### config.mk
export PLATFORM = sky130hd
export DESIGN_NAME = fetch_queue_flat
export DESIGN_NICKNAME = d
export VERILOG_FILES = /design/src/rtl/fetch_queue_pkg.sv /design/src/rtl/fetch_queue_if.sv /design/src/rtl/fetch_queue_fifo.sv /design/src/rtl/fetch_queue.sv /design/src/flat_wrapper.sv
export SDC_FILE = /design/constraint.sdc
export NUM_CORES = 1
export LEC_CHECK = 0
export CAP_MARGIN = 20
export CELL_PAD_IN_SITES_DETAIL_PLACEMENT = 0
export CELL_PAD_IN_SITES_GLOBAL_PLACEMENT = 1
export CORE_ASPECT_RATIO = 2
export CORE_UTILIZATION = 40
export DETAILED_ROUTE_END_ITERATION = 10
export PLACE_DENSITY_LB_ADDON = 0.1
export SLEW_MARGIN = 10
export SYNTH_ARGS = -nofsm -noshare
export SYNTH_HDL_FRONTEND = slang
export SYNTH_SLANG_ARGS = --single-unit
### constraint.sdc
create_clock -name clk -period 3.5 [get_ports clk]
set_input_delay 0.875 -clock clk [delete_from_list [all_inputs] [get_ports clk]]
set_output_delay 0.875 -clock clk [all_outputs]
set_load 0.03 [all_outputs]
### src/rtl/fetch_queue_pkg.sv
// Shared types and helpers for the instruction prefetch queue.
package fq_pkg;

    localparam int FQ_XLEN = 32;

    typedef struct packed {
        logic [FQ_XLEN-1:0] instr;
        logic [FQ_XLEN-1:0] pcnext;
    } fq_entry_t;

    // Pointer width for a power-of-two depth (ceil(log2(n))).
    function automatic int fq_ptr_w(input int n);
        int w;
        w = 32'sd0;
        while ((32'sd1 << w) < n) begin
            w = w + 32'sd1;
        end
        return w;
    endfunction

endpackage

### src/rtl/fetch_queue_if.sv
// Bundle of the instruction-memory, redirect and IF_ID handshake signals.
interface fetch_queue_if
    import fq_pkg::*;
#(
    parameter int XLEN  = FQ_XLEN,
    parameter int DEPTH = 4
);
    logic                     imem_req;
    logic [XLEN-1:0]          imem_addr;
    logic [XLEN-1:0]          imem_rdata;
    logic                     redirect_valid;
    logic [XLEN-1:0]          redirect_pc;
    logic                     deq_valid;
    logic                     deq_ready;
    logic [XLEN-1:0]          deq_instr;
    logic [XLEN-1:0]          deq_pcnext;
    logic [fq_ptr_w(DEPTH):0] fq_count;

    modport master (
        output imem_req, imem_addr, deq_valid, deq_instr, deq_pcnext, fq_count,
        input  imem_rdata, redirect_valid, redirect_pc, deq_ready
    );

    modport slave (
        input  imem_req, imem_addr, deq_valid, deq_instr, deq_pcnext, fq_count,
        output imem_rdata, redirect_valid, redirect_pc, deq_ready
    );
endinterface

### src/rtl/fetch_queue_fifo.sv
// Generic DEPTH x WIDTH circular buffer; flush outranks push and pop.
module fetch_fifo
    import fq_pkg::*;
#(
    parameter int DEPTH = 4,
    parameter int WIDTH = 2 * FQ_XLEN
) (
    input  logic                     clk,
    input  logic                     reset,
    input  logic                     i_push,
    input  logic [WIDTH-1:0]         i_wdata,
    input  logic                     i_pop,
    input  logic                     i_flush,
    output logic [WIDTH-1:0]         o_rdata,
    output logic [fq_ptr_w(DEPTH):0] o_count,
    output logic                     o_full,
    output logic                     o_empty
);
    localparam int            PW       = fq_ptr_w(DEPTH);
    localparam logic [PW:0]   FULL_CNT = (PW + 1)'(DEPTH);

    logic [WIDTH-1:0] r_mem [DEPTH];
    logic [PW-1:0]    r_rd_ptr;
    logic [PW-1:0]    r_wr_ptr;
    logic [PW:0]      r_count;
    logic             w_do_push;
    logic             w_do_pop;

    assign o_full    = (r_count == FULL_CNT);
    assign o_empty   = (r_count == {(PW + 1){1'b0}});
    assign w_do_pop  = i_pop && !o_empty;
    assign w_do_push = i_push && (!o_full || w_do_pop);
    assign o_rdata   = r_mem[r_rd_ptr];
    assign o_count   = r_count;

    // Pointer and occupancy bookkeeping.
    always_ff @(posedge clk) begin
        if (reset || i_flush) begin
            r_rd_ptr <= {PW{1'b0}};
            r_wr_ptr <= {PW{1'b0}};
            r_count  <= {(PW + 1){1'b0}};
        end else begin
            if (w_do_push) begin
                r_wr_ptr <= r_wr_ptr + PW'(1);
            end
            if (w_do_pop) begin
                r_rd_ptr <= r_rd_ptr + PW'(1);
            end
            case ({w_do_push, w_do_pop})
                2'b10:   r_count <= r_count + (PW + 1)'(1);
                2'b01:   r_count <= r_count - (PW + 1)'(1);
                default: r_count <= r_count;
            endcase
        end
    end

    // Entry storage; contents need no reset since count gates visibility.
    always_ff @(posedge clk) begin
        if (w_do_push && !reset && !i_flush) begin
            r_mem[r_wr_ptr] <= i_wdata;
        end
    end

endmodule

### src/rtl/fetch_queue.sv
// Instruction prefetch unit: sequential fetch, response buffering, redirect flush.
module fetch_queue
    import fq_pkg::*;
#(
    parameter int              XLEN     = FQ_XLEN,
    parameter int              DEPTH    = 4,
    parameter logic [XLEN-1:0] RESET_PC = {XLEN{1'b0}},
    parameter logic [XLEN-1:0] PC_STEP  = {{(XLEN - 1){1'b0}}, 1'b1}
) (
    input logic           clk,
    input logic           reset,
    fetch_queue_if.master bus
);
    localparam int          CW        = fq_ptr_w(DEPTH);
    localparam logic [CW:0] DEPTH_CNT = (CW + 1)'(DEPTH);

    logic [XLEN-1:0]   r_fetch_pc;
    logic [XLEN-1:0]   r_req_pc;
    logic              r_inflight;
    logic              r_kill;
    logic [CW:0]       w_count;
    logic [CW:0]       w_occ;
    logic              w_full;
    logic              w_empty;
    logic              w_issue;
    logic              w_push;
    logic              w_pop;
    logic [2*XLEN-1:0] w_wdata;
    logic [2*XLEN-1:0] w_rdata;

    // Reserve a slot for the outstanding response so the queue can never overflow.
    assign w_occ   = w_count + {{CW{1'b0}}, r_inflight};
    assign w_issue = !reset && !bus.redirect_valid && !w_full && (w_occ < DEPTH_CNT);
    assign w_push  = r_inflight && !r_kill && !bus.redirect_valid;
    assign w_pop   = bus.deq_ready && !bus.redirect_valid;
    assign w_wdata = {bus.imem_rdata, r_req_pc + PC_STEP};

    assign bus.imem_req   = w_issue;
    assign bus.imem_addr  = r_fetch_pc;
    assign bus.deq_valid  = !w_empty;
    assign bus.deq_instr  = w_rdata[2*XLEN-1:XLEN];
    assign bus.deq_pcnext = w_rdata[XLEN-1:0];
    assign bus.fq_count   = w_count;

    // Fetch PC, outstanding-request tracking and redirect kill window.
    always_ff @(posedge clk) begin
        if (reset) begin
            r_fetch_pc <= RESET_PC;
            r_req_pc   <= {XLEN{1'b0}};
            r_inflight <= 1'b0;
            r_kill     <= 1'b0;
        end else if (bus.redirect_valid) begin
            r_fetch_pc <= bus.redirect_pc;
            r_inflight <= 1'b0;
            r_kill     <= 1'b1;
        end else begin
            r_kill     <= 1'b0;
            r_inflight <= w_issue;
            if (w_issue) begin
                r_fetch_pc <= r_fetch_pc + PC_STEP;
                r_req_pc   <= r_fetch_pc;
            end
        end
    end

    fetch_fifo #(
        .DEPTH (DEPTH),
        .WIDTH (2 * XLEN)
    ) u_fifo (
        .clk     (clk),
        .reset   (reset),
        .i_push  (w_push),
        .i_wdata (w_wdata),
        .i_pop   (w_pop),
        .i_flush (bus.redirect_valid),
        .o_rdata (w_rdata),
        .o_count (w_count),
        .o_full  (w_full),
        .o_empty (w_empty)
    );

endmodule

### src/flat_wrapper.sv
// flat-port wrapper written by rule: the top's interface ports become plain ports
module fetch_queue_flat import fq_pkg::*;
#(
    parameter int              XLEN     = FQ_XLEN,
    parameter int              DEPTH    = 4,
    parameter logic [XLEN-1:0] RESET_PC = {XLEN{1'b0}},
    parameter logic [XLEN-1:0] PC_STEP  = {{(XLEN - 1){1'b0}}, 1'b1}
)
  (clk, reset, bus_imem_req, bus_imem_addr, bus_deq_valid, bus_deq_instr, bus_deq_pcnext, bus_fq_count, bus_imem_rdata, bus_redirect_valid, bus_redirect_pc, bus_deq_ready);
  fetch_queue_if #(.XLEN(XLEN), .DEPTH(DEPTH)) bus_i ();
  input logic clk;
  input logic reset;
  output wire logic [$bits(bus_i.imem_req)-1:0] bus_imem_req;
  output wire logic [$bits(bus_i.imem_addr)-1:0] bus_imem_addr;
  output wire logic [$bits(bus_i.deq_valid)-1:0] bus_deq_valid;
  output wire logic [$bits(bus_i.deq_instr)-1:0] bus_deq_instr;
  output wire logic [$bits(bus_i.deq_pcnext)-1:0] bus_deq_pcnext;
  output wire logic [$bits(bus_i.fq_count)-1:0] bus_fq_count;
  input wire logic [$bits(bus_i.imem_rdata)-1:0] bus_imem_rdata;
  input wire logic [$bits(bus_i.redirect_valid)-1:0] bus_redirect_valid;
  input wire logic [$bits(bus_i.redirect_pc)-1:0] bus_redirect_pc;
  input wire logic [$bits(bus_i.deq_ready)-1:0] bus_deq_ready;
  assign bus_imem_req = bus_i.imem_req;
  assign bus_imem_addr = bus_i.imem_addr;
  assign bus_deq_valid = bus_i.deq_valid;
  assign bus_deq_instr = bus_i.deq_instr;
  assign bus_deq_pcnext = bus_i.deq_pcnext;
  assign bus_fq_count = bus_i.fq_count;
  assign bus_i.imem_rdata = bus_imem_rdata;
  assign bus_i.redirect_valid = bus_redirect_valid;
  assign bus_i.redirect_pc = bus_redirect_pc;
  assign bus_i.deq_ready = bus_deq_ready;
  fetch_queue #(.XLEN(XLEN), .DEPTH(DEPTH), .RESET_PC(RESET_PC), .PC_STEP(PC_STEP)) u_core (.clk(clk), .reset(reset), .bus(bus_i));
endmodule
==> results.txt, run 1 <==
----------------------------------------------------
[Status]
  Result of the run ... finished clean

[Drt]
  Post-detailed-route count of antenna-violating nets ... 0
  Initial detailed-routing violation count ... just under 300
  Drt wl/cell ... 19.58 microns
  Vias after detailed routing ... around 8000
  Post-route DRC violation count ... 0
  Drt via density ... about 5.2
  Pre-antenna DRT Iters ... 6
  Routed wire length ... 29.22 mm

[Worst setup path]
  Launching element type of the critical path ... flop
  Maximum fanout along the worst path ... 25
  Worst setup EP type ... output pin
  Standard cell with the maximum stage delay on the critical path ... sky130_fd_sc_hd__clkdlybuf4s50_1
  Arrival time reported for the critical path endpoint ... 2510 ps
  Required time of the critical path ... 2620 ps
  Buffers plus inverters on the worst setup path ... 2
  Type of the setup path with the least slack ... reg -> out
  CP cell instances ... buf_12 -> mux4_2 -> clkdlybuf4s50_1
  Max stage delay on crit path ... around 620 ps
  Top cell family by delay on the critical path ... buffers and inverters

[Synthesis]
  Number of unique standard cell types used by synthesis ... 60
  Post-synth EDFFs ... approximately 260
  Main synth FF type ... sky130_fd_sc_hd__edfxtp_1
  Number of storage elements in the synthesis netlist ... about 330
  Netlist Area Pre-Place ... 0.01329 sq mm
  Part of the Yosys area used for sequential elements ... 0.6913
  Synth warn ... 0
  Gate Count Post-Synth ... roughly 860
  FFs w/ async S/R, synth ... 0
  Syn Area/Cell ... 15.51 sq um
  Post-synth net total ... 932

[Final layout]
  Post-layout instance count excluding filler cells ... around 1500
  Number of diodes ... 0
  Total Nets Final ... between 1000 and 1500
  Utilization after layout ... 0.5047
  Share of post-route cells with drive strength above 1 ... 0.1462
  Area growth from synthesis to final layout ... 24.61%
  Number of fill cells in the layout ... 2843

[Clock tree]
  CTS tree ... yes
  Resized Gates After CTS ... 0
  Num CTS Buffers ... 28
  Clock-pin slew reported for the worst setup and hold paths after clock tree synthesis ... ~70 ps
  # clock sinks ... ~330
  Post CTS Setup Buffer Count ... 0
  Master cell of the clock root buffer ... sky130_fd_sc_hd__clkbuf_16
  Number of H-tree levels ... 1
  Worst-case clock buffer depth ... 3
  Number of hold buffers added after cts ... 0
  Clock latency on the worst-skew pair ... roughly 550 ps

[Placement]
  Total half-perimeter wirelength after legalization and detailed placement ... approximately 19 mm
  Number of placed instances with taps included ... between 1000 and 1500
  Number of buffers inserted by port buffering ... roughly 170
  Routability Congestion ... around 0.81
  Worst-case setup slack after placement ... 109.6 ps

[GRT]
  Tot GR Track Use ... 0.1781
  Vias in the first global route ... between 8000 and 9000
  Antenna violations before repair ... 0
  Global-route wire length before repair ... ~45 mm
  Largest net degree at the start of global routing ... 65
  GRT overflow ... 0

[Pwr]
  Sw Pwr ... 1.651 mW
  Static leakage power ... about 5.4 nW
  Maximum resistive drop on vdd ... roughly 360 uV
  Clock share of power ... 0.391
  Flop pwr share ... 0.555
  Fraction of power spent switching nets ... 0.2125
  Power Density ... between 400 and 500 mW/mm^2
  Share of power burned in combinational logic ... 0.054
  Internal power ... roughly 6 mW

[Timing]
  Final worst path period share ... 0.9660
  Transition at the pin with the smallest max-transition slack ... just under 800 ps
  Fin. Hold Viols ... 0
  Setup TNS ... 0 ps
  Fmax ... 0.2958 GHz
  PnR worst setup slack ... 118.9 ps
  Count of final max-slew check failures ... 0
  Final number of setup-violating endpoints ... 0
  Worst slew slack as a fraction of its limit ... 0.4783
  Worst slack on hold paths ... about 480 ps
  Setup clock skew after layout ... roughly 12 ps
  RSZ-0062 raised after global routing ... false
  Post-layout minimum cycle time ... roughly 3400 ps

[Floorplanning]
  Overall die width ... approximately 130 microns
  Boundary pin count ... ~170
  Core area ... 0.03281 sq mm
  Number of standard-cell rows in the floorplan ... 94
  Die Y ... about 260 microns
  Starting density of the core ... 0.4051
  Die outline area ... approximately 0.034 sq mm

[Min path]
  Min-Delay Path Class ... reg -> reg

[Run]
  Max Cap Viol ... 0

----------------------------------------------------
[final timing paths]
path                           start                  endpoint  slack, ps  depth (start not counted)
min reg2reg      u_core.r_req_pc[16]       u_core.r_req_pc[16]        480                          2
min              u_core.r_req_pc[16]       u_core.r_req_pc[16]        480                          2
max reg2reg  u_core.bus.imem_addr[0]  u_core.bus.imem_addr[30]       1100                          6
max                             flop        bus_deq_pcnext[23]        120                          3
[tightest hold or removal path, cell delays in order (launching register included)]
cell	delay [ps]
sky130_fd_sc_hd__dfxtp_1	330
sky130_fd_sc_hd__nand2_1	60
sky130_fd_sc_hd__a21oi_1	50
[cell usage after synthesis, types with 2 or more instances]
| master | n | share of area |
|---|---|---|
| sky130_fd_sc_hd__nand3_1 | 26 | 0.0098 |
| sky130_fd_sc_hd__nor2_1 | 23 | 0.0065 |
| sky130_fd_sc_hd__nor4_1 | 4 | 0.0019 |
| sky130_fd_sc_hd__or3_1 | 9 | 0.0042 |
| sky130_fd_sc_hd__xnor2_1 | 29 | 0.019 |
| sky130_fd_sc_hd__nand2_1 | 113 | 0.032 |
| sky130_fd_sc_hd__inv_1 | 17 | 0.0048 |
| sky130_fd_sc_hd__a31oi_1 | 9 | 0.0042 |
| sky130_fd_sc_hd__buf_1 | 2 | 0.00057 |
| sky130_fd_sc_hd__a22oi_1 | 2 | 0.0011 |
| sky130_fd_sc_hd__mux4_2 | 64 | 0.11 |
| sky130_fd_sc_hd__xor2_1 | 11 | 0.0072 |
| sky130_fd_sc_hd__dfxtp_1 | 75 | 0.11 |
| sky130_fd_sc_hd__nand4_1 | 13 | 0.0061 |
| sky130_fd_sc_hd__edfxtp_1 | 256 | 0.58 |
| sky130_fd_sc_hd__o311ai_0 | 6 | 0.0040 |
| sky130_fd_sc_hd__nor4_2 | 3 | 0.0028 |
| sky130_fd_sc_hd__clkbuf_1 | 28 | 0.0079 |
| sky130_fd_sc_hd__and4_1 | 9 | 0.0059 |
| sky130_fd_sc_hd__a2bb2oi_1 | 3 | 0.0020 |
| sky130_fd_sc_hd__ha_1 | 6 | 0.0056 |
| sky130_fd_sc_hd__buf_2 | 11 | 0.0041 |
| sky130_fd_sc_hd__a21oi_1 | 58 | 0.022 |
| sky130_fd_sc_hd__and3_1 | 13 | 0.0061 |
| sky130_fd_sc_hd__o21ai_0 | 5 | 0.0019 |
| sky130_fd_sc_hd__o311ai_1 | 2 | 0.0013 |
| sky130_fd_sc_hd__mux2_2 | 2 | 0.0017 |
| sky130_fd_sc_hd__o22ai_1 | 3 | 0.0014 |
| sky130_fd_sc_hd__or4_1 | 3 | 0.0017 |
| sky130_fd_sc_hd__nor3_1 | 9 | 0.0034 |
| sky130_fd_sc_hd__or2_2 | 3 | 0.0014 |
| sky130_fd_sc_hd__and2_1 | 3 | 0.0014 |
| sky130_fd_sc_hd__o211ai_1 | 10 | 0.0056 |
[registers in the layout (all words and copies together) (netlist names), named ones only]
name,cells
u_core.r_kill,1
u_core.r_inflight,1
u_core.bus.imem_addr,32
u_core.u_fifo.o_count,3
u_core.r_req_pc,32
u_core.u_fifo.r_rd_ptr,2
u_core.u_fifo.r_mem,256
u_core.u_fifo.r_wr_ptr,2
[through the flow]
step           power, mW  area [sq um]
2_1_floorplan      4.595         13300
3_3_place_gp       4.821         15670
3_5_place_dp       4.823         15670
4_1_cts            7.868         16560
5_1_grt            8.037         16560
6_report           7.770         16560
[layout make-up]
type | count | area (sq um) | share of cell area
sequential | 331 | 9194 | 0.5551
tap | 432 | 540.5 | 0.03264
clock buffer | 35 | 748.2 | 0.04518
multi-input combinational | 467 | 3872 | 0.2338
clock inverter | 17 | 145.1 | 0.008763
timing repair buffer | 192 | 1994 | 0.1204
inverter | 18 | 67.56 | 0.004079
[power groups by stage]
stage                     Sequential [mW]  Combinational [mW]  Clock, mW
final                                4.31               0.419       3.04
after floorplan                      4.43               0.168          0
after global placement               4.40               0.420          0
after global routing                 4.32               0.451       3.27
after detailed placement             4.40               0.423          0
after CTS                            4.31               0.426       3.13
[metal layers]
layer / share of wire / up-vias / routed length [microns] / track usage
li1: - / 3685 / - / -
met1: 0.38 / 3951 / 10960 / 0.1927
met2: 0.57 / 160 / 16550 / 0.3485
met3: 0.035 / 34 / 1036 / 0.02160
met4: 0.023 / 0 / 665 / 0.05460
met5: 0 / - / 0 / 0
[layout by cell type (no fill, tap or decap), types with 2 or more instances in the layout]
cell type                           n
sky130_fd_sc_hd__edfxtp_1         256
sky130_fd_sc_hd__clkdlybuf4s50_1  167
sky130_fd_sc_hd__nand2_1          113
sky130_fd_sc_hd__dfxtp_1           73
sky130_fd_sc_hd__mux4_2            64
sky130_fd_sc_hd__a21oi_1           58
sky130_fd_sc_hd__xnor2_1           29
sky130_fd_sc_hd__clkbuf_16         29
sky130_fd_sc_hd__nand3_1           26
sky130_fd_sc_hd__nor2_1            23
sky130_fd_sc_hd__inv_1             17
sky130_fd_sc_hd__nand4_1           13
sky130_fd_sc_hd__buf_4             13
sky130_fd_sc_hd__xor2_1            11
sky130_fd_sc_hd__buf_12            11
sky130_fd_sc_hd__o211ai_1          10
sky130_fd_sc_hd__and3_1             9
sky130_fd_sc_hd__and4_1             9
sky130_fd_sc_hd__nor3_1             9
sky130_fd_sc_hd__or3_1              9
sky130_fd_sc_hd__a31oi_1            9
sky130_fd_sc_hd__o311ai_0           6
sky130_fd_sc_hd__ha_1               6
sky130_fd_sc_hd__clkbuf_1           6
sky130_fd_sc_hd__clkinv_1           6
sky130_fd_sc_hd__and3_2             5
sky130_fd_sc_hd__o21ai_0            5
sky130_fd_sc_hd__nor4_1             4
sky130_fd_sc_hd__nor4_2             3
sky130_fd_sc_hd__and2_1             3
sky130_fd_sc_hd__or2_2              3
sky130_fd_sc_hd__o22ai_1            3
sky130_fd_sc_hd__or4_1              3
sky130_fd_sc_hd__a2bb2oi_1          3
sky130_fd_sc_hd__clkinvlp_4         3
sky130_fd_sc_hd__clkinv_2           3
sky130_fd_sc_hd__a22oi_1            2
sky130_fd_sc_hd__o311ai_1           2
sky130_fd_sc_hd__mux2_2             2
sky130_fd_sc_hd__bufinv_16          2
[cell families (layout without fill, tap and decap cells)]
logic type	count (synthesis)	after routing	share of synthesized area
DFF	331	331	0.6913
and+or+nand+nor	244	244	0.09470
AOI/OAI and AO/OA	108	108	0.05017
muxes	68	68	0.1126
buffers and inverters	59	262	0.01770
xor gates and xnor gates	40	40	0.02636
adders and majority gates	7	7	0.007154
No activity file was read; power rests on OpenSTA's default activity.
==> inputs of run 2 (changes only) <==
Settings changed: CORE_UTILIZATION 40 to 42.
==> results.txt, run 2 (same netlist as run 1, synthesis figures left out) <==
----------------------------------------------------
[Worst setup path]
  Standard cell with the maximum stage delay on the critical path ... sky130_fd_sc_hd__clkdlybuf4s50_1
  Worst setup EP type ... output pin
  Maximum fanout along the worst path ... 4 (-84%)
  Reg-to-reg slack, setup ... 1070 ps (-30 ps)
  Reg2reg end ... u_core.u_fifo.r_mem[0][22]
  Max stage delay on crit path ... 660 ps (+40 ps)
  Arrival time reported for the critical path endpoint ... 2470 ps (-40 ps)
  Required time of the critical path ... 2620 ps (about the same)
  Cells on worst reg2reg path ... 5 (-1)
  Type of the setup path with the least slack ... in -> out
  Origin of the critical flop-to-flop path ... u_core.r_req_pc[4]
  Launching element type of the critical path ... input port
  CP cell instances ... clkdlybuf4s50_1 -> nor3b_2 -> mux2i_4 -> inv_2 -> clkdlybuf4s50_1
  Top cell family by delay on the critical path ... buffers and inverters
  Buffers plus inverters on the worst setup path ... 3 (+1)
  Critical Path Most Common Cell ... sky130_fd_sc_hd__clkdlybuf4s50_1

[Min path]
  Min-Delay Path Class ... reg -> reg
  Number of instances on the worst hold path ... 2 (unchanged)
  Destination of the worst hold path ... u_core.r_req_pc[31]
  Worst hold start ... u_core.r_req_pc[31]

[Drt]
  Post-route DRC violation count ... 0 (unchanged)
  Drt wl/cell ... 19.70 microns (+0.58%)
  Routed wire length ... 29.37 mm (+0.51%)
  Post-detailed-route count of antenna-violating nets ... 0 (unchanged)
  Vias after detailed routing ... 7833 (+0.038%)
  Pre-antenna DRT Iters ... 4 (-2)
  Drt via density ... 5.254 (+0.11%)
  Initial detailed-routing violation count ... 371 (+28%)

[Placement]
  Number of buffers inserted by port buffering ... 168 (unchanged)
  Routability Congestion ... 0.8381 (+3.8%)
  Total half-perimeter wirelength after legalization and detailed placement ... 19.79 mm (+2.3%)

[Clock tree]
  Clock latency on the worst-skew pair ... 550 ps (about the same)
  Worst-case clock buffer depth ... 3 (unchanged)
  Number of hold buffers added after cts ... 0 (unchanged)
  Master cell of the clock root buffer ... sky130_fd_sc_hd__clkbuf_16
  Num CTS Buffers ... 28 (unchanged)
  CTS tree ... yes
  Clock-pin slew reported for the worst setup and hold paths after clock tree synthesis ... 70 ps (about the same)
  Number of H-tree levels ... 1 (unchanged)
  # clock sinks ... 331 (unchanged)

[Floorplanning]
  Number of standard-cell rows in the floorplan ... 91 (-3.2%)
  Boundary pin count ... 169 (unchanged)
  Starting density of the core ... 0.4292 (+0.02412)
  Overall die width ... 127.8 microns (-2.4%)
  Die outline area ... 0.03241 sq mm (-4.7%)
  Core area ... 0.03097 sq mm (-5.6%)
  Die Y ... 253.6 microns (-2.4%)

[Final layout]
  Area growth from synthesis to final layout ... 26.24%
  Share of post-route cells with drive strength above 1 ... 0.1594 (+0.01314)
  Biggest register ... u_core.u_fifo.r_mem
  Total Nets Final ... 1126 (+1.2%)
  Most frequent standard cell in the layout excluding fill and tap cells ... sky130_fd_sc_hd__edfxtp_1
  Flip-flop count of the largest register, all copies and words added ... 256 (unchanged)
  Most frequent cells in the layout ... 256 x sky130_fd_sc_hd__edfxtp_1, 167 x sky130_fd_sc_hd__clkdlybuf4s50_1, 113 x sky130_fd_sc_hd__nand2_1
  Number of fill cells in the layout ... 2656 (-6.6%)
  Number of diodes ... 0 (unchanged)

[Timing]
  Final worst path period share ... 0.9564 (-0.009646)
  RSZ-0062 raised after global routing ... false
  Setup TNS ... 0 ps (unchanged)
  Final number of setup-violating endpoints ... 0 (unchanged)
  Worst slew slack as a fraction of its limit ... 0.3178 (-0.1605)
  Count of final max-slew check failures ... 0 (unchanged)
  Fin. Hold Viols ... 0 (unchanged)
  Transition at the pin with the smallest max-transition slack ... 1020 ps (+243.8 ps)
  Fmax ... 0.2987 GHz (+1.0%)
  Setup clock skew after layout ... 10.53 ps (-1.228 ps)
  Post-layout minimum cycle time ... 3347 ps (-33.76 ps)

[GRT]
  Tot GR Track Use ... 0.1863 (+0.008221)
  Largest net degree at the start of global routing ... 55 (-15%)
  Antenna violations before repair ... 0 (unchanged)
  Vias in the first global route ... 8191 (+0.63%)
  Global-route wire length before repair ... 46.02 mm (+1.2%)
  GRT overflow ... 0 (unchanged)

[Pwr]
  Maximum resistive drop on vdd ... 399.3 uV (+10%)
  Power Density ... 482.5 mW/mm^2 (+2.9%)
  Total chip power ... 8.097 mW (+4.2%)
  Static leakage power ... 5.516 nW (+2.5%)

[Run]
  Max Cap Viol ... 0 (unchanged)

[Status]
  Result of the run ... finished clean

----------------------------------------------------
run 2: changes by cell type in the layout (fill, tap and decap cells not counted), sizes merged:
cell and change:
clkinv -1, buf +13, inv -1, bufinv +4, clkbuf +1, clkinvlp -3
run 2: cell type report:
type	instances	area (sq um)	share of cell area
Timing Repair Buffer	205	2117	0.1262
Tap cell	418	523.0	0.03117
Clock buffer	36	762.0	0.04541
Multi-Input combinational cell	467	3877	0.2311
Clock inverter	16	239.0	0.01424
Inverter	18	67.56	0.004027
Sequential cell	331	9194	0.5479
run 2: repair_timing:
item                                    in CTS  in global routing
resized for setup                            0                  1
endpoints found under the setup margin       3                  1
buffers inserted                             4                  0
run 2: how the worst max path moves through the flow:
stage	from	end	slack [ps]	cells past startpoint
after detailed placement	bus_redirect_valid	bus_imem_req	90	5
final	bus_redirect_valid	bus_imem_req	150	5
after global placement	bus_redirect_valid	bus_imem_req	100	5
after global routing	bus_redirect_valid	bus_imem_req	50	5
after CTS	bus_redirect_valid	bus_imem_req	90	5
after floorplan	bus_redirect_valid	bus_imem_req	550	6
run 2: stage by stage:
stage                       util  hold slack, ps  std cells  area (sq um)  setup slack (ps)
after detailed placement  0.5084           465.5       1435         15740             93.46
after floorplan                -           448.8        857         13300             549.5
after global placement    0.5084           461.6       1435         15740             97.56
after CTS                 0.5417           474.7       1491         16770             87.35
final                     0.5418           471.7       1491         16780             152.6
after global routing      0.5418           502.4       1491         16780             53.34
run 2: power breakdown:
group	leakage (nW)	internal [mW]	total [mW]	switching, mW
registers	3.13	4.26	4.31	0.0598
clock network	0.483	1.99	3.36	1.38
logic	1.91	0.193	0.418	0.224
run 2: layer usage:
layer	vias to the layer above	part of all wire	global-route usage	routed length [microns]
li1	3719	-	-	-
met1	3852	0.38	0.2121	11200
met2	218	0.55	0.3520	16190
met3	44	0.039	0.02295	1153
met4	0	0.028	0.06689	824
met5	-	0	0	0
run 2: tightest hold or removal path, cell delays in order (launching register included):
cell and delay, ps:
sky130_fd_sc_hd__dfxtp_1 320, sky130_fd_sc_hd__nand2_1 60, sky130_fd_sc_hd__a21oi_1 50
